$ cat config.mk
export PLATFORM = sky130hd
export DESIGN_NAME = sar_search
export DESIGN_NICKNAME = d
export VERILOG_FILES = /design/src/rtl/sar_search.sv
export SDC_FILE = /design/constraint.sdc
export NUM_CORES = 1
export LEC_CHECK = 0
export ABC_AREA = 1
export BUFFER_PORTS_ARGS = -buffer_cell sky130_fd_sc_hd__buf_2
export CORE_MARGIN = 8
export CORE_UTILIZATION = 57
export DETAILED_ROUTE_END_ITERATION = 8
export GPL_TIMING_DRIVEN = 0
export PLACE_DENSITY_LB_ADDON = 0.12
export SLEW_MARGIN = 25
export SYNTH_ARGS = -nofsm -noshare
export SYNTH_HDL_FRONTEND = slang
export SYNTH_SLANG_ARGS = --single-unit
$ cat constraint.sdc
create_clock -name clk -period 3.1 [get_ports clk]
set_clock_uncertainty 0.05 [all_clocks]
set_input_delay 0.465 -clock clk [delete_from_list [all_inputs] [get_ports clk]]
set_output_delay 0.465 -clock clk [all_outputs]
set_load 0.03 [all_outputs]
$ cat src/rtl/sar_search.sv
// sar_search: bit-serial successive-approximation (binary-search) engine.
// Drives the candidate operand of an external combinational magnitude
// comparator and narrows an inclusive [lo, hi] window from its lt/gt/eq
// flags until the target is hit or the window empties.
//
// Optional feature macro: SAR_FLAG_CHECK_EN
//   defined   - a non-one-hot flag vector in SEARCH aborts with err=1
//   undefined - flags decoded eq > lt > gt (all-zero counts as gt), err=0
//
// Ports:
//   clk     rising-edge clock
//   rst     synchronous active-high reset
//   start   begin a search (sampled only in IDLE)
//   cmp_lt  comparator flag: guess < target
//   cmp_gt  comparator flag: guess > target
//   cmp_eq  comparator flag: guess == target
//   guess   registered candidate to the comparator
//   busy    high while searching
//   done    one-cycle pulse when a search ends
//   found   target located (held until next start)
//   result  located value (held until next start)
//   steps   compare cycles used by the last search
//   err     illegal flag combination aborted the search
module sar_search #(
  parameter int unsigned N = 4
) (
  input  logic                   clk,
  input  logic                   rst,
  input  logic                   start,
  input  logic                   cmp_lt,
  input  logic                   cmp_gt,
  input  logic                   cmp_eq,
  output logic [N-1:0]           guess,
  output logic                   busy,
  output logic                   done,
  output logic                   found,
  output logic [N-1:0]           result,
  output logic [$clog2(N+2)-1:0] steps,
  output logic                   err
);

  localparam int unsigned SW = $clog2(N + 2);

  typedef enum logic [1:0] {StIdle, StSearch, StDone} state_e;

  state_e          state_q, state_d;
  logic [N:0]      lo_q, lo_d, hi_q, hi_d;
  logic [N-1:0]    guess_q, guess_d, result_q, result_d;
  logic [SW-1:0]   steps_q, steps_d;
  logic            busy_q, busy_d, done_q, done_d, found_q, found_d, err_q, err_d;

  logic            flag_bad, is_lt;
  logic [N:0]      lo_n, hi_n, mid_sum;

  always_comb begin
    state_d  = state_q;
    lo_d     = lo_q;
    hi_d     = hi_q;
    guess_d  = guess_q;
    result_d = result_q;
    steps_d  = steps_q;
    busy_d   = busy_q;
    done_d   = 1'b0;
    found_d  = found_q;
    err_d    = err_q;
    lo_n     = lo_q;
    hi_n     = hi_q;
    mid_sum  = '0;
`ifdef SAR_FLAG_CHECK_EN
    flag_bad = !$onehot({cmp_eq, cmp_lt, cmp_gt});
`else
    flag_bad = 1'b0;
`endif
    // Anything that is neither eq nor lt (including all-zero) narrows from above.
    is_lt    = !cmp_eq && cmp_lt;

    unique case (state_q)
      StIdle: begin
        if (start) begin
          lo_d     = '0;
          hi_d     = {1'b0, {N{1'b1}}};
          guess_d  = {1'b0, {(N-1){1'b1}}};
          steps_d  = '0;
          found_d  = 1'b0;
          result_d = '0;
          err_d    = 1'b0;
          busy_d   = 1'b1;
          state_d  = StSearch;
        end
      end
      StSearch: begin
        steps_d = steps_q + SW'(1);
        if (flag_bad) begin
          err_d   = 1'b1;
          found_d = 1'b0;
          busy_d  = 1'b0;
          done_d  = 1'b1;
          state_d = StDone;
        end else if (cmp_eq) begin
          result_d = guess_q;
          found_d  = 1'b1;
          busy_d   = 1'b0;
          done_d   = 1'b1;
          state_d  = StDone;
        end else begin
          if (is_lt) lo_n = {1'b0, guess_q} + (N+1)'(1);
          else       hi_n = {1'b0, guess_q} - (N+1)'(1);
          lo_d = lo_n;
          hi_d = hi_n;
          // hi_n[N] set means guess was 0 and hi wrapped to -1: window empty.
          if (hi_n[N] || (lo_n > hi_n)) begin
            found_d = 1'b0;
            busy_d  = 1'b0;
            done_d  = 1'b1;
            state_d = StDone;
          end else begin
            // lo, hi <= 2^N-1 here, so the sum fits in N+1 bits.
            mid_sum = lo_n + hi_n;
            guess_d = mid_sum[N:1];
          end
        end
      end
      StDone: begin
        state_d = StIdle;
      end
      default: state_d = StIdle;
    endcase
  end

  always_ff @(posedge clk) begin
    if (rst) begin
      state_q  <= StIdle;
      lo_q     <= '0;
      hi_q     <= '0;
      guess_q  <= '0;
      result_q <= '0;
      steps_q  <= '0;
      busy_q   <= 1'b0;
      done_q   <= 1'b0;
      found_q  <= 1'b0;
      err_q    <= 1'b0;
    end else begin
      state_q  <= state_d;
      lo_q     <= lo_d;
      hi_q     <= hi_d;
      guess_q  <= guess_d;
      result_q <= result_d;
      steps_q  <= steps_d;
      busy_q   <= busy_d;
      done_q   <= done_d;
      found_q  <= found_d;
      err_q    <= err_d;
    end
  end

  assign guess  = guess_q;
  assign busy   = busy_q;
  assign done   = done_q;
  assign found  = found_q;
  assign result = result_q;
  assign steps  = steps_q;
`ifdef SAR_FLAG_CHECK_EN
  assign err    = err_q;
`else
  assign err    = 1'b0;
`endif

endmodule

==> flow_metrics.py, run 1 <==
metrics = {
    "detailed_routing": {
        "drt-wirelength-per-cell_um": 13.32,
        "wirelength_um": 3529,
        "drt-pass1-iter-count": 4,
        "routed_via_density": 5.400,
        "drt_iter0_drc": 72,
        "drtAntennaViolNets": 0,
        "drc": 0,
        "num_vias": 1431,
    },
    "timing": {
        "setup_tns_ns": 0,
        "fmax_mhz": 373.8,
        "final-max-slew-violation-count": 0,
        "fin_hold_ws_ns": 0.3909,
        "fin_crit_ns": 2.675,
        "max_slew_margin_pct": 63.96,
        "finalHoldViolations": 0,
        "finalSetupViolCount": 0,
        "rsz0062_at_grt": "false",
        "worst_pin_slew_ns": 0.5406,
        "finalCritPeriodShare_pct": 86.29,
    },
    "placement": {
        "dp_hpwl_um": 2796,
        "portBuffers": 16,
        "place_congestion": 0.9109,
        "dp.cells": 261,
    },
    "floorplan": {
        "ioPinCount": 21,
        "die_area_um2": 4722,
        "die_y_um": 68.72,
        "core_um2": 2686,
        "die_w_um": 68.72,
        "initial_core_util_pct": 58.97,
        "rows": 19,
    },
    "cts": {
        "cts_tree": "yes",
        "ctsHtreeMaxLevel": 1,
        "clk_pin_slew_worst_paths_ns": 0.14,
        "clockRootBuffer": "clkbuf_4",
        "ctsResizeCount": 0,
        "cts.sinks": 26,
        "clk_path_buf_depth": 2,
        "clk_latency_ns": 0.32,
        "numCtsBuffers": 3,
        "postCtsSetupRepairBufs": 0,
        "cts_hold_buf": 0,
    },
    "global_routing": {
        "grtUsageTotal_pct": 16.40,
        "grt-ovfl-total": 0,
        "antenna_found_initial": 0,
        "grt_pass1_vias": 1458,
        "grt_pass1_wl_um": 6072,
        "grt_max_degree": 15,
    },
    "worst_setup_path": {
        "cp_top_family": "simple AND/OR/NAND/NOR gates",
        "worstPathRequired_ns": 3.31,
        "crit_chain": "inv_2, ha_1, or2_2, nand3_1, o21ai_1, inv_1, ha_1, nor2_1, nand3_1, nand3_1, nand2_2, nand3_2, nand2_2, nand2_1, nand2_1, nor2_1",
        "critPathLaunchType": "flip-flop",
        "cpMaxStageDelayCell": "dfxtp_1",
        "end_kind": "flip-flop",
        "path_buf_inv": 2,
        "crit_path_max_fanout": 7,
        "crit_top_cell": "nand3_1",
        "path_class": "reg2reg",
        "critical_path.max_stage_delay_ns": 0.57,
        "cp.arrival_ns": 2.89,
    },
    "yosys": {
        "synthCells": 214,
        "synth-seq-area-share_pct": 32.86,
        "ys_async_sr_fraction_pct": 0,
        "ys_warn_count": 0,
        "synth-main-ff-cell": "dfxtp_1",
        "ys_types": 36,
        "synth_top_area_share_pct": 32.86,
        "synth_area_leaders": "dfxtp_1 33%, nand2_1 11%, ha_1 9.5%",
        "synth_area_um2": 1584,
        "synth_top_area_cell": "dfxtp_1",
        "synth_edf_count": 0,
        "avgSynthCellArea_um2": 7.402,
        "syn-num-nets": 233,
        "synth_seq_cells": 26,
    },
    "final_layout": {
        "fill_cells": 248,
        "instances_no_fill": 265,
        "layout_common_cells": "46 x nand2_1, 26 x dfxtp_1, 19 x inv_1",
        "final_nets": 254,
        "antenna_cells": 0,
        "layout_commonest_cell": "nand2_1",
        "area_delta_synth_final_pct": 9.795,
        "drive_above_1_share_pct": 24.36,
    },
    "worst_hold_path": {
        "min_path_type": "in2reg",
    },
    "pwr": {
        "ir_worst_vdd_uv": 333.7,
        "cellLeakagePower_nw": 0.8295,
        "pwr_density_cell_nw_per_um2": 578.2,
    },
    "job": {
        "max_cap_violations": 0,
    },
    "status": {
        "status": "finished clean",
    },
}
-- logic make-up (layout without fill, tap and decap cells) --
| group | Yosys count | count (layout) | share of synthesized area (%) |
|---|---|---|---|
| other cells | 1 | 1 | 0.2367 |
| buf+inv | 35 | 55 | 9.715 |
| xor+xnor | 2 | 2 | 1.106 |
| fa+ha+maj | 13 | 13 | 10.74 |
| compound gates | 37 | 37 | 13.43 |
| simple gates | 100 | 100 | 31.91 |
| flops | 26 | 26 | 32.86 |
-- area by class of cell --
cell class                      count  area (um2)  share of cell area [%]
Clock buffer                        4       36.28                   2.086
Multi-Input combinational cell    153       909.6                   52.30
Sequential cell                    26       520.5                   29.93
Tap cell                           31       38.79                   2.230
Timing Repair Buffer               16       80.08                   4.604
Inverter                           28       110.1                   6.331
Buffer                              7       43.79                   2.518
-- power by group --
part           total [mW]  switching [mW]  internal, mW
clock network       0.173           0.101        0.0719
logic               0.431           0.290         0.141
registers           0.401          0.0322         0.369
total                1.01           0.424         0.582
-- tightest hold or removal path: stages --
cell,delay (ns)
buf_6,0.12
nand3_1,0.08
a21oi_1,0.06
-- Yosys cell counts (2+ instances only) --
cell      number
inv_4          2
o21ai_1        7
a21oi_1       18
o21ai_0        5
buf_4          2
a21oi_2        2
nor2_1        16
dfxtp_1       26
ha_1          12
xor2_1         2
nand2_2        5
nand3_1       14
nand2_1       46
nor2_2         3
nor2_4         3
nand2_4        4
clkbuf_1       2
o21ai_2        2
inv_2          7
nand4_1        2
inv_1         19
-- path summary, 6_finish.rpt --
kind | from | endpoint | slack, ns | cells past startpoint
hold reg to reg | busy | busy | 0.42 | 2
hold / removal | cmp_eq | result[0] | 0.39 | 3
setup reg to reg | guess[0] | guess[1] | 0.43 | 16
setup / recovery | guess[0] | guess[1] | 0.43 | 16
-- layer usage --
layer	vias to the layer above	track usage, %	part of all wire [%]
met1	670	18.08	46
met5	-	0	0
met3	7	3.069	3.4
li1	729	-	-
met4	0	7.268	1.7
met2	25	29.85	49
-- registers in the layout, summed over array words and instances (netlist names) --
register	cells
state_q	2
hi_q	5
found	1
guess	4
busy	1
lo_q	5
result	4
steps	3
done	1
-- stage by stage --
step	power, mW	instance area [um2]	utilization [%]	worst slack, ns
final	1.006	1739	64.74	0.4251
after global placement	0.8238	1703	63.39	0.4897
after floorplan	0.7362	1584	-	0.6623
after detailed placement	0.8370	1703	63.39	0.4399
after global routing	1.074	1739	64.74	0.2536
after CTS	1.011	1739	64.74	0.4689
Power figures use the tool's default switching activity.
==> inputs of run 2 (changes only) <==
Settings changed: CTS_CLUSTER_SIZE from default to 14.
Clock period 3.1 ns to 2.5 ns, I/O delays scaled along.
==> run 2 against run 1 <==
  * Critical path depth rose by 2
  * Highest routed layer unchanged
  * Final cell count rose by 1.5%
  * Non-clock buffer count rose by 4
  * First-iteration DRC count rose by 19%
  * Flip-flop and latch count did not move
  * Routed wire length rose by 5.5%
  * Critical endpoint unchanged
  * Die area did not move
  * Total power rose by 30%
  * Count of clock-buffer cells in the layout did not move
  * Clock power rose by 24%
  * Worst hold slack got worse by 0.088 ns
  * Sequential power rose by 23%
  * Largest cell class unchanged
==> flow_metrics.py, run 2 (synthesis gave the netlist of run 1 again) <==
metrics = {
    "detailed_routing": {
        "drt-pass1-iter-count": 4,
        "drt-wirelength-per-cell_um": 13.84,
        "drt_iter0_drc": 86,
        "wirelength_um": 3722,
        "num_vias": 1450,
        "drc": 0,
        "routed_via_density": 5.390,
        "drtAntennaViolNets": 0,
    },
    "worst_setup_path": {
        "cp_top_family": "simple AND/OR/NAND/NOR gates",
        "path_buf_inv": 3,
        "rr_startpoint": "guess[1]",
        "end_kind": "flip-flop",
        "crit_chain": "inv_1, ha_1, or2_2, nand3_2, o21ai_2, inv_1, ha_4, inv_2, nand2_1, nand2_1, nand2_1, nand3_1, nand2_2, nand3_2, nand2_2, nand2_1, nand2_1, nor2_1",
        "worstPathRequired_ns": 2.71,
        "cp.arrival_ns": 2.53,
        "crit_top_cell": "nand2_1",
        "critPathLaunchType": "flip-flop",
        "critPathLaunch": "guess[1]",
        "crit_path_max_fanout": 5,
        "cpMaxStageDelayCell": "dfxtp_4",
        "critical_path.max_stage_delay_ns": 0.39,
        "path_class": "reg2reg",
    },
    "placement": {
        "post-place-ws_ns": -0.08398,
        "dp_hpwl_um": 2796,
        "portBuffers": 16,
        "place_congestion": 0.9109,
    },
    "pwr": {
        "ir_worst_vdd_uv": 467.2,
        "pwr_density_cell_nw_per_um2": 717.3,
        "cellLeakagePower_nw": 0.8530,
    },
    "cts": {
        "clk_pin_slew_worst_paths_ns": 0.13,
        "clockRootBuffer": "clkbuf_4",
        "clk_path_buf_depth": 2,
        "cts.sinks": 26,
        "ctsHtreeMaxLevel": 1,
        "clk_latency_ns": 0.32,
        "cts_tree": "yes",
        "cts_hold_buf": 0,
        "numCtsBuffers": 3,
    },
    "final_layout": {
        "reg.largest.list": "hi_q x5, lo_q x5",
        "final_nets": 258,
        "fill_cells": 238,
        "layout_commonest_cell": "nand2_1",
        "layout_common_cells": "46 x nand2_1, 24 x dfxtp_1, 18 x inv_1",
        "antenna_cells": 0,
        "drive_above_1_share_pct": 30.25,
        "area_delta_synth_final_pct": 15.09,
        "finish.utilization_pct": 67.86,
    },
    "floorplan": {
        "initial_core_util_pct": 58.97,
        "die_y_um": 68.72,
        "rows": 19,
        "ioPinCount": 21,
        "core_um2": 2686,
        "die_w_um": 68.72,
        "die_area_um2": 4722,
    },
    "timing": {
        "final-max-slew-violation-count": 0,
        "worst_pin_slew_ns": 0.5448,
        "fin_crit_ns": 2.324,
        "worst_slack_ns": 0.1757,
        "max_slew_margin_pct": 63.68,
        "fmax_mhz": 430.2,
        "finalHoldViolations": 0,
        "rsz0062_at_grt": "true",
        "finalSetupViolCount": 0,
        "finalCritPeriodShare_pct": 92.97,
    },
    "global_routing": {
        "grt-ovfl-total": 0,
        "grt_pass1_vias": 1458,
        "grt_max_degree": 15,
        "grtUsageTotal_pct": 16.40,
        "antenna_found_initial": 0,
        "grt_pass1_wl_um": 6072,
    },
    "status": {
        "status": "finished clean",
    },
    "job": {
        "max_cap_violations": 0,
    },
    "worst_hold_path": {
        "hp-start": "cmp_eq",
        "min_path_type": "in2reg",
    },
}
-- run 2: cell type report --
type / instances / area (um2) / share of cell area (%)
repair buffers: 20 / 110.1 / 6.040
plain buffers: 7 / 43.79 / 2.402
flip-flops and latches: 26 / 528.0 / 28.96
inverters: 28 / 110.1 / 6.040
well taps: 31 / 38.79 / 2.128
clock buffers: 4 / 36.28 / 1.990
multi-input cells: 153 / 955.9 / 52.44
-- run 2: tightest hold or removal path, delay by kind of cell --
family,cells,cell delay [ns]
buffers and inverters,1,0.12
AND/OR/NAND/NOR,1,0.08
AO/OA/AOI/OAI,1,0.06
-- run 2: stage by stage --
stage          std cells  hold slack (ns)  setup TNS (ns)  cell area (um2)  power, mW
4_1_cts              265           0.2922               0             1740      1.255
6_report             269           0.3029               0             1823      1.308
3_3_place_gp         261           0.3967        -0.03623             1703      1.021
2_1_floorplan        214           0.3898               0             1584     0.9129
3_5_place_dp         261           0.3992         -0.4050             1703      1.038
5_1_grt              269           0.2972        -0.01986             1823      1.396
-- run 2: repair_timing --
item,in CTS,in global routing
gates resized for setup,1,14
setup buffers,0,4
setup endpoints to repair,9,9
pin swaps,0,1
-- run 2: report_power, final --
group / leakage [nW] / internal [mW] / total (mW) / switching [mW]
clock network: 0.0210 / 0.0891 / 0.214 / 0.125
registers: 0.214 / 0.460 / 0.493 / 0.0323
logic: 0.618 / 0.208 / 0.601 / 0.393
total: 0.853 / 0.758 / 1.31 / 0.550
-- run 2: layer usage --
layer	vias up	GRT usage, %	wire length, um
met1	682	18.08	1683
met4	0	7.268	46
met2	33	29.85	1835
met5	-	0	0
met3	5	3.069	157
li1	730	-	-
-- run 2: path summary, 6_finish.rpt --
check              endpoint  slack [ns]  depth (start not counted)
setup / recovery   guess[1]        0.18                         18
hold / removal    result[0]        0.30                          3
setup reg to reg   guess[1]        0.18                         18
hold reg to reg        busy        0.42                          2
